`config.mk`:
```
export PLATFORM = sky130hd
export DESIGN_NAME = ws2812_tx
export DESIGN_NICKNAME = d
export VERILOG_FILES = /design/src/rtl/ws2812_tx.sv
export SDC_FILE = /design/constraint.sdc
export NUM_CORES = 1
export LEC_CHECK = 0
export ABC_AREA = 1
export BUFFER_PORTS_ARGS = -buffer_cell sky130_fd_sc_hd__buf_4
export CAP_MARGIN = 20
export CORE_ASPECT_RATIO = 1.25
export CORE_MARGIN = 2
export CORE_UTILIZATION = 38
export CTS_CLUSTER_SIZE = 28
export DETAILED_ROUTE_END_ITERATION = 7
export PLACE_DENSITY = 0.66
export SLEW_MARGIN = 10
export SYNTH_ARGS = -nofsm -noshare
export SYNTH_HDL_FRONTEND = slang
export SYNTH_SLANG_ARGS = --single-unit
```
`constraint.sdc`:
```
create_clock -name clk -period 4.5 [get_ports clk]
set_input_delay 0.9 -clock clk [delete_from_list [all_inputs] [get_ports clk]]
set_output_delay 0.9 -clock clk [all_outputs]
set_load 0.1 [all_outputs]
```
`src/rtl/ws2812_tx.sv`:
```
// WS2812 single-wire NRZ serialiser: streams num_leds GRB pixels from the frame buffer,
// MSB first, then holds the line low for the latch gap before pulsing done.
module ws2812_tx #(
    parameter int ADDR_W  = 11,
    parameter int T_BIT   = 62,
    parameter int T0H     = 20,
    parameter int T1H     = 40,
    parameter int T_RESET = 3000
) (
    input  logic              clk,
    input  logic              rst,
    input  logic              start,
    input  logic [ADDR_W-1:0] num_leds,
    output logic [ADDR_W-1:0] rd_addr,
    output logic              rd_en,
    input  logic [23:0]       rd_data,
    output logic              dout,
    output logic              busy,
    output logic              done
);
    localparam int TMAX = (T_BIT > T_RESET) ? T_BIT : T_RESET;
    localparam int TW   = $clog2(TMAX + 1);

    localparam logic [TW-1:0] BIT_LAST = TW'(T_BIT - 1);
    localparam logic [TW-1:0] RST_LAST = TW'(T_RESET - 1);
    localparam logic [TW-1:0] T0H_C    = TW'(T0H);
    localparam logic [TW-1:0] T1H_C    = TW'(T1H);

    localparam logic [2:0] S_IDLE  = 3'd0;
    localparam logic [2:0] S_FETCH = 3'd1;
    localparam logic [2:0] S_LOAD  = 3'd2;
    localparam logic [2:0] S_SEND  = 3'd3;
    localparam logic [2:0] S_LATCH = 3'd4;

    logic [2:0]        state_q,   state_d;
    logic [TW-1:0]     timer_q,   timer_d;
    logic [4:0]        bit_cnt_q, bit_cnt_d;
    logic [23:0]       shift_q,   shift_d;
    logic [23:0]       next_q,    next_d;
    logic              pf_q,      pf_d;
    logic [ADDR_W-1:0] pix_q,     pix_d;
    logic [ADDR_W-1:0] num_q,     num_d;
    logic [ADDR_W-1:0] addr_q,    addr_d;
    logic              busy_q,    busy_d;
    logic              done_q,    done_d;

    logic [ADDR_W:0]   pix_next;
    logic              more_pix;
    logic              prefetch;

    // One spare bit keeps pix+1 from wrapping when the frame fills the whole address space.
    assign pix_next = {1'b0, pix_q} + 1'b1;
    assign more_pix = pix_next < {1'b0, num_q};
    assign prefetch = (state_q == S_SEND) && (bit_cnt_q == 5'd23) && (timer_q == '0) && more_pix;

    assign rd_en   = (state_q == S_FETCH) || prefetch;
    assign rd_addr = prefetch ? pix_next[ADDR_W-1:0] : addr_q;
    assign dout    = (state_q == S_SEND) && (timer_q < (shift_q[23] ? T1H_C : T0H_C));
    assign busy    = busy_q;
    assign done    = done_q;

    always_comb begin
        // NOTE: every next-state signal gets a default here so no path leaves one unassigned (no latches).
        state_d   = state_q;
        timer_d   = timer_q;
        bit_cnt_d = bit_cnt_q;
        shift_d   = shift_q;
        next_d    = pf_q ? rd_data : next_q;
        pf_d      = prefetch;
        pix_d     = pix_q;
        num_d     = num_q;
        addr_d    = addr_q;
        busy_d    = busy_q;
        done_d    = 1'b0;

        case (state_q)
            S_IDLE: begin
                if (start) begin
                    num_d   = num_leds;
                    busy_d  = 1'b1;
                    addr_d  = '0;
                    pix_d   = '0;
                    timer_d = '0;
                    state_d = (num_leds == '0) ? S_LATCH : S_FETCH;
                end
            end
            S_FETCH: state_d = S_LOAD;
            S_LOAD: begin
                shift_d   = rd_data;
                bit_cnt_d = 5'd23;
                timer_d   = '0;
                state_d   = S_SEND;
            end
            S_SEND: begin
                if (prefetch) addr_d = pix_next[ADDR_W-1:0];
                if (timer_q == BIT_LAST) begin
                    timer_d = '0;
                    if (bit_cnt_q != 5'd0) begin
                        shift_d   = {shift_q[22:0], 1'b0};
                        bit_cnt_d = bit_cnt_q - 5'd1;
                    end else if (more_pix) begin
                        shift_d   = next_q;
                        bit_cnt_d = 5'd23;
                        pix_d     = pix_next[ADDR_W-1:0];
                    end else begin
                        state_d = S_LATCH;
                    end
                end else begin
                    timer_d = timer_q + 1'b1;
                end
            end
            S_LATCH: begin
                if (timer_q == RST_LAST) begin
                    state_d = S_IDLE;
                    done_d  = 1'b1;
                    busy_d  = 1'b0;
                end else begin
                    timer_d = timer_q + 1'b1;
                end
            end
            default: state_d = S_IDLE;
        endcase
    end

    // NOTE: state uses non-blocking assignments; the datapath is reset too so a mid-frame reset leaves no stale pixel.
    always_ff @(posedge clk or posedge rst) begin
        if (rst) begin
            state_q   <= S_IDLE;
            timer_q   <= '0;
            bit_cnt_q <= '0;
            shift_q   <= '0;
            next_q    <= '0;
            pf_q      <= 1'b0;
            pix_q     <= '0;
            num_q     <= '0;
            addr_q    <= '0;
            busy_q    <= 1'b0;
            done_q    <= 1'b0;
        end else begin
            state_q   <= state_d;
            timer_q   <= timer_d;
            bit_cnt_q <= bit_cnt_d;
            shift_q   <= shift_d;
            next_q    <= next_d;
            pf_q      <= pf_d;
            pix_q     <= pix_d;
            num_q     <= num_d;
            addr_q    <= addr_d;
            busy_q    <= busy_d;
            done_q    <= done_d;
        end
    end
endmodule
```
==> flow_metrics.py <==
metrics = {
    "placed_design": {
        "gp_congestion": 0.923,
        "dp.cells": 1040,
        "portBuffers": 52,
        "post-place-ws_ps": 558,
        "detailed_place_hpwl_um": 9720,
    },
    "grt": {
        "use_met3": 0.0225,
        "grt-ovfl-total": 0,
        "antenna_found_initial": 0,
        "grt.met1_usage": 0.222,
        "track_usage": 0.173,
        "busiest_layer": "met2",
        "grt_pass1_vias": 4931,
        "grt_max_degree": 57,
        "use_met2": 0.284,
        "grt_pass1_wl_um": 23400,
    },
    "routing": {
        "route.vias.total": 5102,
        "routed_wl_um": 13800,
        "remaining_drc_errors": 0,
        "ant_nets": 0,
        "first_pass_iters": 4,
        "routedWlPerCell_um": 13.0,
        "via_per_inst": 4.83,
        "drt_iter0_markers": 274,
    },
    "critical_path": {
        "cp_data_required_time_ps": 3600,
        "startpoint_type": "flip-flop",
        "reg2reg_from": "pix_q[0]",
        "critPathCapture": "rd_addr[10]",
        "path_cells": "ha_2, nand2_1, nor2_1, nand2_1, nor2_1, xor2_1, inv_1, ha_1, nand3_1, inv_1, nand2_1, inv_1, nand2_1, inv_1, nor2_2, nand2_2, nand2_1, and2_1, buf_4",
        "r2r_cells": 16,
        "crit_family": "simple AND/OR/NAND/NOR gates",
        "reg2reg_slack_ps": 1320,
        "critical_path.startpoint": "pix_q[0]",
        "r2r-end": "shift_q[4]",
        "critPathCaptureType": "output port",
        "critPathSlowestCell": "dfrtp_2",
        "cp_common_cell": "nand2_1",
        "crit_buf_inv": 5,
        "crit_fanout": 12,
        "cpPeakStageDelay_ps": 420,
        "critical_path_class": "flip-flop to output port",
        "crit_cells": 19,
        "worstPathArrival_ps": 3220,
    },
    "cells_and_area": {
        "stdcell_count": 1056,
        "antennaDiodeCount": 0,
        "area_growth_pct": 14.4,
        "final_cell_mix": "nand2_1 (240), dfrtp_1 (103), inv_1 (86), nand3_1 (74), a21oi_1 (65)",
        "final_common_cell": "nand2_1",
        "nNetsFinal": 896,
        "drive_above_1_share": 0.162,
    },
    "sta": {
        "fin_hold_ws_ps": 474,
        "period_needed_ps": 4120,
        "finalHoldViolCount": 0,
        "rsz0062_at_grt": "false",
        "worst_pin_slew_ps": 970,
        "timing.fmax_mhz": 243,
        "period_share": 0.915,
        "slew_viol_final": 0,
        "fin_skew_ps": 9.08,
        "layout_setup_ws_ps": 381,
        "max_slew_margin": 0.352,
        "setup_viol": 0,
        "tns_ps": 0,
    },
    "power": {
        "powerDensity_nw_per_um2": 604,
        "peakVddDrop_mv": 0.331,
        "power_mw": 4.20,
        "leakagePower_nw": 3.53,
    },
    "synthesis": {
        "ys_top_cells_by_area": "dfrtp_1 (43%), nand2_1 (15%), nand3_1 (6.1%), inv_1 (5.4%), a21oi_1 (5.4%)",
        "postSynth.asyncResetShare": 1.00,
        "ys.flop_type": "dfrtp_1",
        "synth_seq_cells": 104,
        "yosysTopAreaCell": "dfrtp_1",
        "yosys_warnings": 0,
        "avgSynthCellArea_um2": 7.57,
        "ys_seq_area_frac": 0.429,
        "netlist_area_um2": 6070,
        "synth_cells": 802,
        "synth_top_area_share": 0.429,
        "synth_edf_count": 0,
        "syn_nets": 859,
        "yosysUniqueCellTypes": 37,
    },
    "cts": {
        "cts_buffer_depth": 2,
        "cts.clk_slew.worst_paths_ps": 70,
        "numClockSinks": 104,
        "insertion_delay_ps": 350,
        "numCtsBuffers": 9,
        "cts-root-buf": "clkbuf_16",
        "cts_hold_buffers": 0,
        "tritoncts": "built",
        "htreeDepth": 3,
    },
    "floorplan": {
        "core_um2": 15600,
        "rows": 51,
        "die_width_um": 117,
        "start_util": 0.388,
        "die_h_um": 145,
        "ios": 53,
        "die_area_um2": 17000,
    },
    "hold_path": {
        "min_path_cells": 2,
        "hp-class": "flip-flop to flip-flop",
    },
    "status": {
        "status": "finished clean",
    },
    "run": {
        "cap_violations": 0,
    },
}
[stage by stage]
step	util	area, um^2
after floorplan	-	6080
after global placement	0.422	6600
after detailed placement	0.424	6620
after CTS	0.443	6930
after global routing	0.444	6950
final	0.444	6950
[power by group]
group | leakage, nW | switching (mW) | internal [mW]
Combinational | 2.07 | 1.32 | 0.605
Clock | 0.153 | 0.351 | 0.463
Sequential | 1.31 | 0.188 | 1.27
[how the worst min path moves through the flow]
stage	to	slack, ps	from
floorplan	shift_q[0]	440	shift_q[0]
global placement	shift_q[13]	460	shift_q[13]
detailed placement	shift_q[13]	460	shift_q[13]
CTS	shift_q[2]	480	shift_q[2]
global route	shift_q[13]	490	shift_q[13]
finish	shift_q[15]	470	shift_q[15]
[area by class of cell]
cell class,count,area [um^2]
fillers,1611,8680
well taps,212,265
flip-flops and latches,104,2600
repair buffers,61,489
clock inverters,4,52.6
inverters,95,359
multi-input cells,568,2920
clock buffers,12,256
[worst min-delay path, stage by stage, from the launching register on]
cell	delay, ps
dfrtp_1	340
nand2_1	50
nand2_1	50
[state kept, by name, summed over array words and instances (netlist names)]
| signal | cells |
|---|---|
| next_q | 24 |
| shift_q | 24 |
| timer_q | 12 |
| addr_q | 11 |
| num_q | 11 |
| pix_q | 11 |
| bit_cnt_q | 5 |
| state_q | 3 |
| busy | 1 |
| done | 1 |
| pf_q | 1 |
[synthesized netlist by cell type, drive strengths merged, types with 8 or more instances]
cell type,count
a21oi,66
and2,11
buf,25
clkbuf,10
dfrtp,104
ha,19
inv,95
mux2,16
nand2,245
nand3,79
nor2,64
nor3,8
o21ai,32
xor2,9
[routing by layer]
metal	share of wire	wire, um
met4	0.037	516
met5	0	0
met3	0.027	375
met2	0.49	6760
met1	0.44	6120
[logic make-up after synthesis]
kind of cell | synth area share
mux | 0.0297
flops | 0.429
buf+inv | 0.0919
fa+ha+maj | 0.0392
compound gates | 0.101
xor+xnor | 0.0144
simple gates | 0.296
[what timing repair did]
action	4_1_cts	5_1_grt
resized for setup	0	6
buffers inserted	0	0
endpoints found under the setup margin	0	12
No activity file was read; power rests on OpenSTA's default activity.
